### config.mk
export PLATFORM = sky130hd
export DESIGN_NAME = vec_mem_requester
export DESIGN_NICKNAME = d
export VERILOG_FILES = /design/src/rtl/vec_mem_requester.sv
export SDC_FILE = /design/constraint.sdc
export NUM_CORES = 1
export LEC_CHECK = 0
export CORE_MARGIN = 10
export CORE_UTILIZATION = 47
export CTS_CLUSTER_SIZE = 40
export DETAILED_ROUTE_END_ITERATION = 12
export HOLD_SLACK_MARGIN = 0.1
export PLACE_DENSITY = 0.78
export REMOVE_ABC_BUFFERS = 1
export SYNTH_ARGS = -nofsm -noshare
export SYNTH_HDL_FRONTEND = slang
export SYNTH_SLANG_ARGS = --single-unit
### constraint.sdc
create_clock -name clk -period 3.28 [get_ports clk]
set_clock_uncertainty 0.15 [all_clocks]
set_input_delay 0.82 -clock clk [delete_from_list [all_inputs] [get_ports clk]]
set_output_delay 0.82 -clock clk [all_outputs]
set_load 0.02 [all_outputs]
### src/rtl/vec_mem_requester.sv
// vec_mem_requester: splits scalar/vector MEM-stage accesses into word beats.
// Optional watchdog abort enabled by defining VMEM_TIMEOUT_EN.
module vec_mem_requester #(
  parameter int S = 32,
  parameter int V = 192
`ifdef VMEM_TIMEOUT_EN
  , parameter int TIMEOUT_CYCLES = 64
`endif
) (
  input  logic         clk,
  input  logic         rst,
  input  logic         req_valid,
  output logic         req_ready,
  input  logic         req_we,
  input  logic         req_vec,
  input  logic [S-1:0] req_addr,
  input  logic [V-1:0] req_wd,
  output logic         resp_valid,
  output logic [V-1:0] resp_rd,
  output logic         resp_err,
  output logic         stall,
  output logic         mem_valid,
  input  logic         mem_ready,
  output logic         mem_we,
  output logic [S-1:0] mem_addr,
  output logic [S-1:0] mem_wd,
  input  logic         mem_rvalid,
  input  logic [S-1:0] mem_rdata
);

  localparam int LANES = V / S;
  localparam int CW = $clog2(LANES + 1);

  typedef enum logic [1:0] {
    IDLE,
    ISSUE,
    DRAIN,
    DONE
  } state_t;

  state_t        state, state_nx;
  logic [CW-1:0] beat, ret, n_q, ret_sum;
  logic          we_q;
  logic [S-1:0]  addr_q;
  logic [V-1:0]  wd_q, rd_buf, rd_nx;
  logic          accept, beat_fire, ret_fire;
  logic          last_beat, busy, to_hit;

  assign busy      = (state == ISSUE) || (state == DRAIN);
  assign req_ready = (state == IDLE);
  assign accept    = req_valid && req_ready;
  assign mem_valid = (state == ISSUE);
  assign mem_we    = mem_valid && we_q;
  assign beat_fire = mem_valid && mem_ready;
  assign ret_fire  = busy && mem_rvalid && (ret < n_q);
  assign last_beat = beat_fire && (beat == n_q - 1'b1);
  assign ret_sum   = ret + {{(CW-1){1'b0}}, ret_fire};
  assign mem_addr  = addr_q + {{(S-CW){1'b0}}, beat};
  assign mem_wd    = wd_q[beat*S +: S];
  assign resp_valid = (state == DONE);
  assign stall     = (state != IDLE);

`ifdef VMEM_TIMEOUT_EN
  localparam int TW = $clog2(TIMEOUT_CYCLES + 1);
  logic [TW-1:0] tcnt;
  logic          err_q;

  assign to_hit = busy && !beat_fire && !ret_fire &&
                  (tcnt == TW'(TIMEOUT_CYCLES - 1));
  assign resp_err = (state == DONE) && err_q;

  // Watchdog: counts busy cycles since the last beat or return.
  always_ff @(posedge clk or negedge rst) begin
    if (!rst) begin
      tcnt  <= '0;
      err_q <= 1'b0;
    end else begin
      if (!busy || beat_fire || ret_fire) tcnt <= '0;
      else tcnt <= tcnt + 1'b1;
      if (to_hit) err_q <= 1'b1;
      else if (state == DONE) err_q <= 1'b0;
    end
  end
`else
  assign to_hit   = 1'b0;
  assign resp_err = 1'b0;
`endif

  // Next state: issue beats, drain outstanding reads, one-cycle done.
  always_comb begin
    state_nx = state;
    unique case (state)
      IDLE:  if (accept) state_nx = ISSUE;
      ISSUE: begin
        if (to_hit) state_nx = DONE;
        else if (last_beat) begin
          if (we_q || ret_sum >= n_q) state_nx = DONE;
          else state_nx = DRAIN;
        end
      end
      DRAIN: if (to_hit || ret_sum >= n_q) state_nx = DONE;
      DONE:  state_nx = IDLE;
      default: state_nx = IDLE;
    endcase
  end

  // Merge the current read return into the assembly buffer.
  always_comb begin
    rd_nx = rd_buf;
    if (ret_fire) rd_nx[ret*S +: S] = mem_rdata;
  end

  // State register.
  always_ff @(posedge clk or negedge rst) begin
    if (!rst) state <= IDLE;
    else state <= state_nx;
  end

  // Request latch, beat/return counters and read reassembly.
  always_ff @(posedge clk or negedge rst) begin
    if (!rst) begin
      we_q   <= 1'b0;
      addr_q <= '0;
      wd_q   <= '0;
      n_q    <= '0;
      beat   <= '0;
      ret    <= '0;
      rd_buf <= '0;
      resp_rd <= '0;
    end else begin
      if (accept) begin
        we_q   <= req_we;
        addr_q <= req_addr;
        wd_q   <= req_wd;
        n_q    <= req_vec ? CW'(LANES) : CW'(1);
        beat   <= '0;
        ret    <= '0;
        rd_buf <= '0;
      end else begin
        if (beat_fire) beat <= beat + 1'b1;
        if (ret_fire) ret <= ret + 1'b1;
        rd_buf <= rd_nx;
      end
      if (busy && state_nx == DONE && !we_q && !to_hit)
        resp_rd <= rd_nx;
    end
  end

endmodule

==> impl_metrics.json <==
{
  "ant_nets": 0,
  "synth_cell_type_count": 40,
  "critPathCaptureType": "output port",
  "viasPerCell": 5.774,
  "irDropWorstVdd_v": 0.0007836,
  "fin_nets": 3069,
  "row_count": 86,
  "dpl_cell_area_um2": 32520,
  "worstHoldStart": "wd_q[162]",
  "setup_ws_ns": -0.4621,
  "grt_setup_unrepaired": "yes",
  "status": "complete, but fails checks",
  "root_buffer": "clkbuf_16",
  "violations": "setup timing",
  "reg2reg_to": "resp_rd[76]",
  "clkLatencyLatePin_ns": 0.60,
  "cts_buffer_depth": 3,
  "numClockSinks": 619,
  "worst_pin_slew_ns": 1.158,
  "wl_per_cell_um": 26.76,
  "finalHoldViolCount": 0,
  "dieArea_um2": 64990,
  "muxShareOfSynthArea": 0.2110,
  "grt_start_max_net_pins": 104,
  "firstDrtPassIters": 5,
  "track_usage": 0.2629,
  "finalSetupViolations": 253,
  "cpMostUsedCell": "buf_6",
  "rrSetupSlack_ns": -0.42,
  "cts_buffers": 66,
  "critPathMaxFanout": 4,
  "vias": 20420,
  "syn_area_um2": 25940,
  "drc": 0,
  "hold_depth": 1,
  "yosys.area_share.simple": 0.08783,
  "r2r_start": "n_q[1]",
  "worstSetupPathType": "reg -> out",
  "slowest_delay_ns": 0.44,
  "stdcell_area_um2": 39210,
  "routed_wl_um": 94650,
  "fin_crit_sh": 1.141,
  "area_growth_pct": 51.15,
  "numPortBuffers": 523,
  "cp-start-kind": "flop",
  "reg2regPathDepth": 18,
  "antenna_found_initial": 14,
  "drtIter0Drc": 1440,
  "ios": 525,
  "critPathRequiredTime_ns": 2.31,
  "drv_cap": 0,
  "drv_slew": 0,
  "ys_seq_area_frac": 0.5971,
  "yosys_warnings": 0,
  "holdPathEnd": "wd_q[162]",
  "synth_seq_cells": 619,
  "cts.clk_slew.worst_paths_ns": 0.06,
  "yosys.area_share.adder": 0.009936,
  "crit_chain": "ha_4, inv_2, fa_2, nand2b_4, a21oi_2, buf_6, and3_4, buf_6, nand3_4, xnor2_2, buf_6",
  "fillers": 3280,
  "initial_core_util": 0.4727,
  "die_y_um": 254.9,
  "p_leak_nw": 17.97,
  "multi_input_area_um2": 11850,
  "drive_above_1_share": 0.3716,
  "hpwl_um": 54260,
  "globalRouteOverflowTotal": 0,
  "crit_slowest_cell": "dfrtp_4",
  "p_per_area_nw_per_um2": 958.6,
  "htreeDepth": 3,
  "place_congestion": 0.8660,
  "cts_tree": "yes",
  "hold_path.class": "reg -> reg",
  "grt_pass1_vias": 21630,
  "grt_pass1_wl_um": 130300,
  "min_period_ns": 3.742,
  "avgSynthCellArea_um2": 12.25,
  "fp.dieW_um": 254.9,
  "synth_xor_area_frac": 0.01283,
  "syn_inst": 2117,
  "fmax_ghz": 0.2672,
  "place_ws_ns": -0.7535,
  "synth_top_family_by_area": "multiplexers",
  "synth_compound_area_frac": 0.05016,
  "crit_arrival_ns": 2.77,
  "slew_headroom": 0.2264,
  "seqCellArea_um2": 15500,
  "coreArea_um2": 54880
}
-- registers in the layout, summed over array words and instances, names as in the netlist --
| name | cells |
|---|---|
| state | 2 |
| addr_q | 32 |
| beat | 3 |
| resp_rd | 192 |
| n_q | 2 |
| we_q | 1 |
| rd_buf | 192 |
| wd_q | 192 |
| ret | 3 |
-- cell usage after synthesis (all sizes together) --
cell,instances,share of area
o21a,1,0.00029
a211oi,1,0.00029
inv,48,0.0069
and2,36,0.0087
xor2,9,0.0030
o22ai,32,0.0077
a311oi,1,0.00058
a21oi,199,0.039
nand2,17,0.0025
buf,66,0.014
ha,19,0.0092
fa,1,0.00077
o31ai,1,0.00029
nand3b,2,0.00058
nor2,398,0.058
conb,1,0.00014
clkbuf,71,0.010
or3,1,0.00024
o21ai,5,0.00096
o211ai,1,0.00029
mux4,32,0.028
nor2b,34,0.0082
mux2i,224,0.086
and3,11,0.0027
a21boi,1,0.00029
a21o,2,0.00058
nand4b,1,0.00034
mux2,223,0.097
nand3,16,0.0031
dfrtp,619,0.60
nand4,6,0.0014
xnor2,29,0.0098
and4,3,0.0010
o311ai,1,0.00034
nand2b,3,0.00072
nor4b,1,0.00034
nor4,1,0.00048
-- per-layer routing --
layer | vias up | part of all wire | global-route usage
met5 | - | 0.0014 | 0
met4 | 20 | 0.032 | 0.08467
met3 | 221 | 0.10 | 0.09015
met2 | 1091 | 0.50 | 0.4454
met1 | 10540 | 0.37 | 0.3097
li1 | 8557 | - | -
-- metrics by stage --
stage | total power [mW] | setup TNS, ns | hold WS [ns] | instances | util
final | 37.58 | -76.82 | 0.3533 | 3537 | 0.7145
after global placement | 25.83 | -126.45 | 0.3350 | 3297 | 0.5926
after floorplan | 17.99 | -5530.86 | 0.3255 | 1980 | -
after detailed placement | 26.28 | -136.56 | 0.3404 | 3297 | 0.5926
after global routing | 39.11 | -124.41 | 0.3714 | 3536 | 0.7145
after CTS | 35.07 | -49.64 | 0.3541 | 3507 | 0.6784
-- cells by family (layout without fill, tap and decap cells) --
logic type | count (synthesis) | after routing
adders and majority gates | 20 | 20
DFF | 619 | 619
muxes | 479 | 479
other | 1 | 3
and+or+nand+nor | 530 | 530
AOI/OAI and AO/OA | 245 | 245
buffers and inverters | 185 | 899
xor gates and xnor gates | 38 | 38
-- cell usage in the layout (no fill, tap or decap), types with 75 or more instances in the layout --
| cell type | synthesis | final |
|---|---|---|
| mux2i_1 | 224 | 220 |
| buf_4 | 18 | 94 |
| buf_6 | 0 | 75 |
| dfrtp_1 | 619 | 616 |
| mux2_2 | 223 | 223 |
| a21oi_2 | 1 | 118 |
| clkbuf_16 | 0 | 79 |
| nor2_1 | 398 | 247 |
| clkdlybuf4s50_1 | 0 | 458 |
| nor2_4 | 0 | 92 |
-- repair_timing --
item | in CTS | in global routing
setup buffers | 59 | 36
setup endpoints to repair | 256 | 349
pin swaps | 58 | 96
cloned | 38 | 10
hold endpoints to repair | 43 | 0
hold buffers | 1 | 0
resized for setup | 550 | 480
-- area by class of cell --
cell class / count / share of cell area
Multi-Input combinational cell: 1313 / 0.3023
Sequential cell: 619 / 0.3952
Antenna cell: 2 / 0.0001276
Clock buffer: 93 / 0.04965
Clock inverter: 20 / 0.006924
Timing Repair Buffer: 738 / 0.2186
Tap cell: 704 / 0.02246
Inverter: 48 / 0.004659
-- worst max-delay path, delay by kind of cell (launching register included) --
| family | cells | cell delay (ns) |
|---|---|---|
| compound gates | 1 | 0.15 |
| simple gates | 3 | 0.45 |
| flops | 1 | 0.44 |
| buf+inv | 4 | 0.48 |
| xor+xnor | 1 | 0.18 |
| fa+ha+maj | 2 | 0.49 |
-- report_power, final --
part           internal [mW]  switching [mW]  leakage, nW
logic                   8.63            8.42         8.80
clock network           4.56            3.22         1.10
registers               10.4            2.38         8.07
-- how the worst max path moves through the flow --
stage	from	to	slack, ns	cells past startpoint
2_1_floorplan	beat[0]	resp_rd[0]	-12.69	5
4_1_cts	beat[0]	mem_addr[26]	-0.48	11
3_5_place_dp	mem_rvalid	resp_rd[47]	-0.75	16
6_report	beat[0]	mem_addr[28]	-0.46	11
3_3_place_gp	mem_rvalid	resp_rd[69]	-0.69	16
5_1_grt	ret[1]	resp_rd[130]	-0.65	19
No activity file was read; power rests on OpenSTA's default activity.
